## config.mk

```make
export PLATFORM = sky130hd
export DESIGN_NAME = perf_bus_bridge
export DESIGN_NICKNAME = d
export VERILOG_FILES = /design/src/rtl/perf_bus_bridge.sv
export SDC_FILE = /design/constraint.sdc
export NUM_CORES = 1
export LEC_CHECK = 0
export CAP_MARGIN = 30
export CORE_ASPECT_RATIO = 1.75
export CORE_MARGIN = 1.5
export CORE_UTILIZATION = 54
export CTS_CLUSTER_DIAMETER = 50
export DETAILED_ROUTE_END_ITERATION = 6
export PLACE_DENSITY = 0.9
export REMOVE_ABC_BUFFERS = 1
export SYNTH_ARGS = -nofsm -noshare
export SYNTH_HDL_FRONTEND = slang
export SYNTH_SLANG_ARGS = --single-unit
```

## constraint.sdc

```tcl
create_clock -name clk_i -period 3.5 [get_ports clk_i]
set_input_delay 0.7 -clock clk_i [delete_from_list [all_inputs] [get_ports clk_i]]
set_output_delay 0.7 -clock clk_i [all_outputs]
set_load 0.01 [all_outputs]
```

## src/rtl/perf_bus_bridge.sv

```systemverilog
// perf_bus_bridge: single-beat CPU bus into a 256-byte performance counter window.
// Writes to the ctrl register go out as a one-cycle strobe. Reads of a 64-bit
// counter's low word follow a hi/lo/hi sampling sequence, retried until both hi
// samples agree, so the low word returned always pairs with a stable high word.
// That high word is kept in a shadow register for the later hi-word read.
module perf_bus_bridge #(
  parameter logic [31:0] BASE_ADDR = 32'h2000_0000
) (
  input  logic        clk_i,
  input  logic        rst_ni,
  input  logic        req_i,
  input  logic        we_i,
  input  logic [31:0] addr_i,
  input  logic [31:0] wdata_i,
  output logic        ready_o,
  output logic        ack_o,
  output logic [31:0] rdata_o,
  output logic [7:0]  perf_addr_o,
  output logic [2:0]  perf_wdata_o,
  output logic        perf_w_en_o,
  input  logic [31:0] perf_rdata_i
);

  typedef enum logic [2:0] {
    IDLE  = 3'd0,
    S_H1  = 3'd1,
    S_L   = 3'd2,
    S_H2  = 3'd3,
    S_CHK = 3'd4,
    RESP  = 3'd5
  } state_e;

  localparam logic [7:0] OFF_CTRL  = 8'h00;
  localparam logic [7:0] OFF_MC_LO = 8'h04;
  localparam logic [7:0] OFF_MC_HI = 8'h08;
  localparam logic [7:0] OFF_IR_LO = 8'h10;
  localparam logic [7:0] OFF_IR_HI = 8'h14;
  localparam logic [7:0] HI_STEP   = 8'h04;

  state_e      state_q, state_d;
  logic        ack_q, ack_d;
  logic [31:0] rdata_q, rdata_d;
  logic [7:0]  perf_addr_q, perf_addr_d;
  logic [2:0]  perf_wdata_q, perf_wdata_d;
  logic        perf_w_en_q, perf_w_en_d;
  logic [1:0]  ctrl_q, ctrl_d;
  logic [31:0] mc_hi_q, mc_hi_d;
  logic [31:0] ir_hi_q, ir_hi_d;
  logic [31:0] h1_q, h1_d;
  logic [31:0] lo_q, lo_d;
  logic [7:0]  off_q, off_d;

  logic        hit;
  logic        chk_ok;

  // Only the low three write-data bits reach the counter block.
  logic unused_wdata;
  assign unused_wdata = ^wdata_i[31:3];

  assign hit = (addr_i[31:8] == BASE_ADDR[31:8]);

  // Next-state and datapath decode; the second hi sample is taken straight
  // from perf_rdata_i in S_CHK so a clean read acks in that same cycle.
  always_comb begin
    // NOTE: every variable driven here gets a default first, so no path leaves it unassigned and no latch is inferred.
    state_d      = state_q;
    ack_d        = 1'b0;
    rdata_d      = rdata_q;
    perf_addr_d  = perf_addr_q;
    perf_wdata_d = perf_wdata_q;
    perf_w_en_d  = 1'b0;
    ctrl_d       = ctrl_q;
    mc_hi_d      = mc_hi_q;
    ir_hi_d      = ir_hi_q;
    h1_d         = h1_q;
    lo_d         = lo_q;
    off_d        = off_q;
    chk_ok       = 1'b0;

    case (state_q)
      IDLE: begin
        if (req_i) begin
          off_d   = addr_i[7:0];
          state_d = RESP;
          ack_d   = 1'b1;
          if (we_i) begin
            if (hit && addr_i[7:0] == OFF_CTRL) begin
              perf_w_en_d  = 1'b1;
              perf_addr_d  = OFF_CTRL;
              perf_wdata_d = wdata_i[2:0];
              ctrl_d       = wdata_i[1:0];
            end
          end else if (!hit) begin
            rdata_d = '0;
          end else begin
            case (addr_i[7:0])
              OFF_CTRL:  rdata_d = {30'b0, ctrl_q};
              OFF_MC_HI: rdata_d = mc_hi_q;
              OFF_IR_HI: rdata_d = ir_hi_q;
              OFF_MC_LO, OFF_IR_LO: begin
                state_d     = S_H1;
                ack_d       = 1'b0;
                perf_addr_d = addr_i[7:0] + HI_STEP;
              end
              default:   rdata_d = '0;
            endcase
          end
        end
      end
      S_H1: begin
        state_d     = S_L;
        perf_addr_d = off_q;
      end
      S_L: begin
        h1_d        = perf_rdata_i;
        state_d     = S_H2;
        perf_addr_d = off_q + HI_STEP;
      end
      S_H2: begin
        lo_d    = perf_rdata_i;
        state_d = S_CHK;
      end
      S_CHK: begin
        if (perf_rdata_i == h1_q) begin
          chk_ok  = 1'b1;
          rdata_d = lo_q;
          state_d = IDLE;
          if (off_q[4]) ir_hi_d = perf_rdata_i;
          else          mc_hi_d = perf_rdata_i;
        end else begin
          // High word moved under us: resample the low word against the newer high word.
          h1_d        = perf_rdata_i;
          perf_addr_d = off_q;
          state_d     = S_L;
        end
      end
      RESP:    state_d = IDLE;
      default: state_d = IDLE;
    endcase
  end

  // State and output registers; reset takes effect immediately and drops any sequence in flight.
  always_ff @(posedge clk_i or negedge rst_ni) begin
    // NOTE: sequential state uses non-blocking assignments so every flop samples pre-edge values.
    if (!rst_ni) begin
      state_q      <= IDLE;
      ack_q        <= 1'b0;
      rdata_q      <= '0;
      perf_addr_q  <= OFF_MC_LO;
      perf_wdata_q <= '0;
      perf_w_en_q  <= 1'b0;
      ctrl_q       <= '0;
      mc_hi_q      <= '0;
      ir_hi_q      <= '0;
      h1_q         <= '0;
      lo_q         <= '0;
      off_q        <= '0;
    end else begin
      state_q      <= state_d;
      ack_q        <= ack_d;
      rdata_q      <= rdata_d;
      perf_addr_q  <= perf_addr_d;
      perf_wdata_q <= perf_wdata_d;
      perf_w_en_q  <= perf_w_en_d;
      ctrl_q       <= ctrl_d;
      mc_hi_q      <= mc_hi_d;
      ir_hi_q      <= ir_hi_d;
      h1_q         <= h1_d;
      lo_q         <= lo_d;
      off_q        <= off_d;
    end
  end

  assign ready_o      = (state_q == IDLE);
  assign ack_o        = ack_q | chk_ok;
  assign rdata_o      = chk_ok ? lo_q : rdata_q;
  assign perf_addr_o  = perf_addr_q;
  assign perf_wdata_o = perf_wdata_q;
  assign perf_w_en_o  = perf_w_en_q;

endmodule

```

==> flow_summary.toml, run 1 <==
[clock_tree]
clk_pin_slew_ns = 0.07
tritoncts = "yes"
clk_latency_ns = 0.45
clock_tree.root_cell = "sky130_fd_sc_hd__clkbuf_16"
h-tree-depth = 4
cts_hold_repair_buffers = 0
tritoncts_num_sinks = 184
clockBufferDepth = 2
tritoncts.num_buffers = 17

[power_and_ir_drop]
power_per_cell_area_nw_per_um2 = 787
p_leak_nw = 5.72
ir_drop_v = 0.000406
p_total_mw = 9.69

[flow_run]
maxCapViolations = 0

[synth]
syn_area_per_cell_um2 = 12.2
synth-edff-count = 0
synth_cell_type_count = 46
yosys_register_bits = 184
synth_sequential_area_ratio_pct = 51.0
synth_area_um2 = 9030
ys_async_rst_share_pct = 100
synthesis.instances = 741
synthFlopType = "sky130_fd_sc_hd__dfrtp_1"
ys.warnings.count = 0

[layout]
final.fill_count = 885
final_nets = 1032
instances_no_fill = 1164
area_growth_pct = 36.4
drive_above_1_share_pct = 37.0
n_antenna_cell = 0

[min_path]
min_path_type = "in -> async"

[detailed_routing]
firstDrtPassIters = 5
routed-via-count = 7702
iteration_0_drc_count_of_the_detailed_router = 654
drc = 0
postRouteAntennaNets = 0
drt-wirelength-per-cell_um = 25.7
final_wirelength_mm = 29.9
viasPerCell = 6.62

[timing]
hold_violations = 0
max_clock_freq_mhz = 266
hold_slack_ns = 0.283
clock_period_minus_worst_slack_ns = 3.76
min_period_over_period_pct = 107
fin_setup_tns_ns = -6.92
setup_repair_after_global_routing_missed_its_margin = "yes"
timing_worst_slew_pin_value_ns = 1.03
timing.slew.headroom_pct = 31.1
maxSlewViolCount = 0
final-setup-viol-count = 33
clock_skew_ns = 0.0153
finalWorstSetupSlack_ns = -0.261

[critical_path]
reg2reg_slack_ns = 0.05
critPathSlowestCell = "sky130_fd_sc_hd__dfrtp_1"
cp.arrival_ns = 3.06
cp_data_required_time_ns = 2.80
cpMostUsedCell = "sky130_fd_sc_hd__buf_6"
critical_path.max_stage_delay_ns = 0.39
setup.worst_path.start_class = "flop"
worst_path_cell_trace = "xor2_1 -> nor4_1 -> buf_4 -> nand4_1 -> buf_4 -> nor3_4 -> buf_6 -> buf_6 -> buf_6 -> buf_12 -> mux2_4 -> buf_6"
depth_of_the_most_critical_reg_to_reg_path = 18
timing.rr.end = "h1_q[2]"
critical_path_peak_fanout = 5
end_kind = "output port"
worst_r2r_startpoint = "h1_q[12]"
timing_worst_setup_path_type = "reg -> out"
worst_setup_path_startpoint = "h1_q[12]"

[placement]
setup_slack_at_placement_ns = -0.814
placed_cells = 1088
dp.final_hpwl_mm = 15.0
port_buffer_cells = 116
place.gp.congestion = 0.851

[floorplan]
start_util_pct = 55.2
io_pins = 146
design.core.area_um2 = 16400
chipHeight_um = 174
floorplan.die_area_um2 = 17500
die-width_um = 101
core.rowCount = 62

[global_routing]
global_route_wire_length_before_repair_mm = 45.4
first_global_vias = 8127
overflow = 0
grt_max_degree = 76
initial_antenna_violation_count = 0
groute.usage.overall_pct = 34.5

[outcome]
failed_checks = "negative setup slack"
status = "complete, but fails checks"
layout make-up:
class | count | area [um2] | area share, %
sequential | 184 | 4610 | 37.4
multi-input combinational | 501 | 4510 | 36.7
timing repair buffer | 217 | 2270 | 18.5
clock buffer | 21 | 470 | 3.82
tap | 224 | 280 | 2.28
clock inverter | 11 | 148 | 1.20
inverter | 6 | 22.5 | 0.183
worst max-delay path, delay by kind of cell (launching register included):
family	cells	cell delay, ns
buffers and inverters	7	1.04
multiplexers	1	0.31
AND/OR/NAND/NOR	3	0.70
XOR/XNOR	1	0.17
flip-flops	1	0.39
worst max path at each step:
stage | endpoint | slack [ns] | depth (start not counted)
floorplan | ir_hi_q[10] | -2.26 | 5
global placement | rdata_o[8] | -0.79 | 9
detailed placement | rdata_o[17] | -0.81 | 9
CTS | rdata_o[17] | -0.09 | 12
global route | rdata_o[27] | -0.31 | 12
finish | rdata_o[27] | -0.26 | 12
Yosys cell counts (all sizes together), types with 6 or more instances:
library cell / instances / area share (%)
a21o: 29 / 2.4
a21oi: 7 / 0.39
a22oi: 32 / 2.7
a2bb2oi: 33 / 3.3
a31oi: 35 / 2.4
buf: 18 / 0.94
clkbuf: 32 / 1.3
dfrtp: 183 / 51
inv: 6 / 0.25
mux2: 177 / 22
nand2: 15 / 0.62
nand3: 7 / 0.39
nor2: 43 / 1.8
nor3: 10 / 0.61
nor4: 20 / 1.5
o21ai: 11 / 0.61
xor2: 35 / 3.4
stage by stage:
step / instance area [um2] / util, %
after detailed placement: 10800 / 66.0
final: 12300 / 75.2
after floorplan: 8820 / -
after CTS: 12200 / 74.7
after global routing: 12300 / 75.2
after global placement: 10800 / 66.0
metal layers:
layer  up-vias  part of all wire, %  GRT usage, %
li1       3122                    -             -
met1      3894                   35          39.4
met2       538                   51          57.5
met3       148                  7.8          6.92
met4         0                  6.1          23.2
met5         -                    0             0
kinds of logic after synthesis:
| family | count (synthesis) | share of synthesized area [%] |
|---|---|---|
| buffers and inverters | 56 | 2.52 |
| and+or+nand+nor | 119 | 6.80 |
| adders and majority gates | 5 | 0.693 |
| AOI/OAI and AO/OA | 160 | 13.0 |
| DFF | 184 | 51.0 |
| xor gates and xnor gates | 38 | 3.69 |
| muxes | 179 | 22.3 |
sequential cells by signal (all words and copies together) (netlist names):
signal / flops
h1_q: 32
ir_hi_q: 32
lo_q: 32
mc_hi_q: 32
rdata_q: 32
off_q: 8
perf_addr_o: 8
perf_wdata_o: 3
state_q: 3
ack_q: 1
perf_w_en_o: 1
where the power goes:
part	internal [mW]	total, mW	switching, mW
clock	1.14	2.08	0.936
combinational	2.33	4.18	1.85
sequential	2.81	3.44	0.631
total	6.27	9.69	3.42
placed cells by master, fill, tap and decap left out, drive strengths merged, types with 2 or more instances in the layout:
| master | n |
|---|---|
| a21oi | 7 |
| clkdlybuf4s15 | 7 |
| xor2 | 35 |
| nor3b | 3 |
| nor4 | 20 |
| o21ai | 11 |
| xnor2 | 3 |
| clkbuf | 28 |
| a31oi | 35 |
| or2 | 3 |
| nand3 | 7 |
| mux2 | 177 |
| dlygate4sd2 | 12 |
| dfrtp | 183 |
| and2 | 2 |
| bufinv | 2 |
| a31o | 3 |
| a2bb2oi | 33 |
| buf | 141 |
| o31a | 3 |
| inv | 14 |
| mux2i | 2 |
| o21a | 2 |
| clkdlybuf4s50 | 50 |
| a22oi | 32 |
| a21o | 29 |
| and3 | 3 |
| nand2 | 15 |
| nor3 | 10 |
| nand4 | 3 |
| ha | 5 |
| nor4b | 2 |
| nor2 | 43 |
| nand2b | 2 |
| and4 | 3 |
| o211ai | 2 |
timing repair:
action | CTS | global route
pin swaps | 16 | 12
cloned | 9 | 0
endpoints found under the hold margin | 0 | 0
gates resized for setup | 301 | 38
buffers inserted | 29 | 12
endpoints found under the setup margin | 33 | 135
Note: power is estimated with default switching activity, not from simulation.
==> inputs of run 2 (changes only) <==
Settings changed: CORE_ASPECT_RATIO 1.75 to 1.4.
==> run 2 against run 1 <==
Compared with the run above: the flow finishes with violations (design-rule violations, negative setup slack); clock power down 9.6%; via count down 4.2%; cell count down 4.1%; clock-buffer cell count down 3; sequential power about the same; largest power group is now registers.
==> flow_summary.toml, run 2 (synthesized netlist as in run 1, its figures left out) <==
[detailed_routing]
viasPerCell = 6.61
final_wirelength_mm = 27.2
iteration_0_drc_count_of_the_detailed_router = 681
routed-via-count = 7379
postRouteAntennaNets = 0
firstDrtPassIters = 7
drc = 17
drt-wirelength-per-cell_um = 24.3

[global_routing]
first_global_vias = 7935
grt_max_degree = 75
overflow = 0
initial_antenna_violation_count = 0
global_route_wire_length_before_repair_mm = 41.8
groute.usage.overall_pct = 30.8

[critical_path]
critical_path.max_stage_delay_ns = 0.29
cpMostUsedCell = "sky130_fd_sc_hd__buf_6"
worstPathBufferInverterCount = 7
critPathSlowestCell = "sky130_fd_sc_hd__clkdlybuf4s15_1"
worst_r2r_startpoint = "h1_q[30]"
end_kind = "output port"
critical_path_peak_fanout = 6
setup.worst_path.start_class = "input pin"
worst_path_cell_trace = "clkdlybuf4s15_1 -> xor2_1 -> nor4_2 -> buf_4 -> nand2_4 -> nor3_4 -> buf_6 -> buf_12 -> buf_12 -> buf_6 -> mux2_4 -> buf_6"
cp.arrival_ns = 2.90
path_depth = 12
critPathTopFamily = "buffers and inverters"
reg2reg_slack_ns = 0.61
depth_of_the_most_critical_reg_to_reg_path = 11
timing_worst_setup_path_type = "in -> out"
cp_data_required_time_ns = 2.80
timing.rr.end = "ir_hi_q[5]"

[power_and_ir_drop]
p_leak_nw = 5.36
ir_drop_v = 0.000342
power_per_cell_area_nw_per_um2 = 746

[floorplan]
start_util_pct = 55.6
floorplan.die_area_um2 = 17500
io_pins = 146
chipHeight_um = 156
core.rowCount = 55
die-width_um = 112
design.core.area_um2 = 16200

[layout]
final.fill_count = 974
multi_input_area_um2 = 4400
final_common_cell = "sky130_fd_sc_hd__dfrtp_1"
drive_above_1_share_pct = 35.3
final_nets = 1010
most_frequent_cells_in_the_layout = "183 x sky130_fd_sc_hd__dfrtp_1, 125 x sky130_fd_sc_hd__mux2_2, 61 x sky130_fd_sc_hd__buf_4"
n_antenna_cell = 0
area_growth_pct = 29.0
sequential_cell_area_um2 = 4610
fin_util_pct = 71.7

[min_path]
min_path_type = "in -> async"

[timing]
clock_period_minus_worst_slack_ns = 3.60
hold_violations = 0
finalWorstSetupSlack_ns = -0.100
setup_repair_after_global_routing_missed_its_margin = "yes"
clock_skew_ns = 0.0115
final-setup-viol-count = 11
maxSlewViolCount = 0
timing.slew.headroom_pct = 31.1
timing_worst_slew_pin_value_ns = 1.03
fin_setup_tns_ns = -0.497
max_clock_freq_mhz = 278
hold_slack_ns = 0.290
min_period_over_period_pct = 103

[outcome]
failed_checks = "design-rule violations, negative setup slack"
status = "complete, but fails checks"

[clock_tree]
cts_hold_repair_buffers = 0
h-tree-depth = 4
tritoncts_num_sinks = 184
clk_pin_slew_ns = 0.07
clockBufferDepth = 2
tritoncts.num_buffers = 17
clock_tree.root_cell = "sky130_fd_sc_hd__clkbuf_16"
clk_latency_ns = 0.44
tritoncts = "yes"

[flow_run]
maxCapViolations = 0

[placement]
dp.final_hpwl_mm = 14.5
port_buffer_cells = 116
place.gp.congestion = 0.820
setup_slack_at_placement_ns = -0.744
-- run 2: cell types whose count changed in the layout (fill, tap and decap cells not counted), sizes merged --
cell / change
bufinv: -1
buf: -30
inv: -4
clkinv: +7
dlygate4sd2: +3
clkbuf: +2
-- run 2: worst max path at each step --
| stage | startpoint | endpoint | slack, ns |
|---|---|---|---|
| after floorplan | state_q[2] | ir_hi_q[10] | -2.26 |
| after global placement | perf_rdata_i[12] | rdata_o[29] | -0.66 |
| after detailed placement | perf_rdata_i[2] | rdata_o[30] | -0.74 |
| after CTS | h1_q[9] | rdata_o[28] | -0.06 |
| after global routing | perf_rdata_i[13] | rdata_o[0] | -0.18 |
| final | perf_rdata_i[11] | rdata_o[0] | -0.10 |
-- run 2: per-layer routing --
metal | share of wire (%) | track usage [%] | up-vias
met2 | 50 | 52.7 | 477
met3 | 7.8 | 6.33 | 137
met4 | 5.6 | 18.4 | 0
met1 | 36 | 35.6 | 3695
li1 | - | - | 3070
met5 | 0 | 0 | -
-- run 2: worst register-to-register path, cell delays in order (launching register included) --
cell,delay (ns)
sky130_fd_sc_hd__dfrtp_1,0.43
sky130_fd_sc_hd__xor2_2,0.21
sky130_fd_sc_hd__nor4_4,0.31
sky130_fd_sc_hd__nand4_1,0.24
sky130_fd_sc_hd__nor3_4,0.29
sky130_fd_sc_hd__buf_6,0.18
sky130_fd_sc_hd__buf_12,0.12
sky130_fd_sc_hd__buf_12,0.12
sky130_fd_sc_hd__buf_4,0.15
sky130_fd_sc_hd__nand2_1,0.12
sky130_fd_sc_hd__buf_4,0.24
sky130_fd_sc_hd__mux2_1,0.35
-- run 2: cell type report --
type                       count  area share (%)
clock inverter                13            1.02
inverter                       6           0.193
multi-input combinational    501            37.8
sequential                   184            39.6
timing repair buffer         195            15.5
clock buffer                  18            3.77
tap                          199            2.14
-- run 2: repair_timing --
item | 4_1_cts | 5_1_grt
pin swaps | 10 | 9
gates resized for setup | 209 | 53
gates cloned | 4 | 0
setup endpoints to repair | 33 | 33
buffers inserted | 14 | 4
-- run 2: where the power goes --
group          internal [mW]  leakage (nW)  switching, mW
Combinational           1.75          2.74           1.66
Sequential              2.81          2.34          0.603
Clock                   1.00         0.277          0.877
Total                   5.56          5.36           3.14
-- run 2: per-stage QoR --
stage / cells / instance area, um2 / power (mW)
2_1_floorplan: 691 / 8820 / 5.20
3_3_place_gp: 1068 / 10800 / 6.37
3_5_place_dp: 1068 / 10800 / 6.55
4_1_cts: 1117 / 11600 / 8.38
5_1_grt: 1116 / 11600 / 9.05
6_report: 1116 / 11600 / 8.69
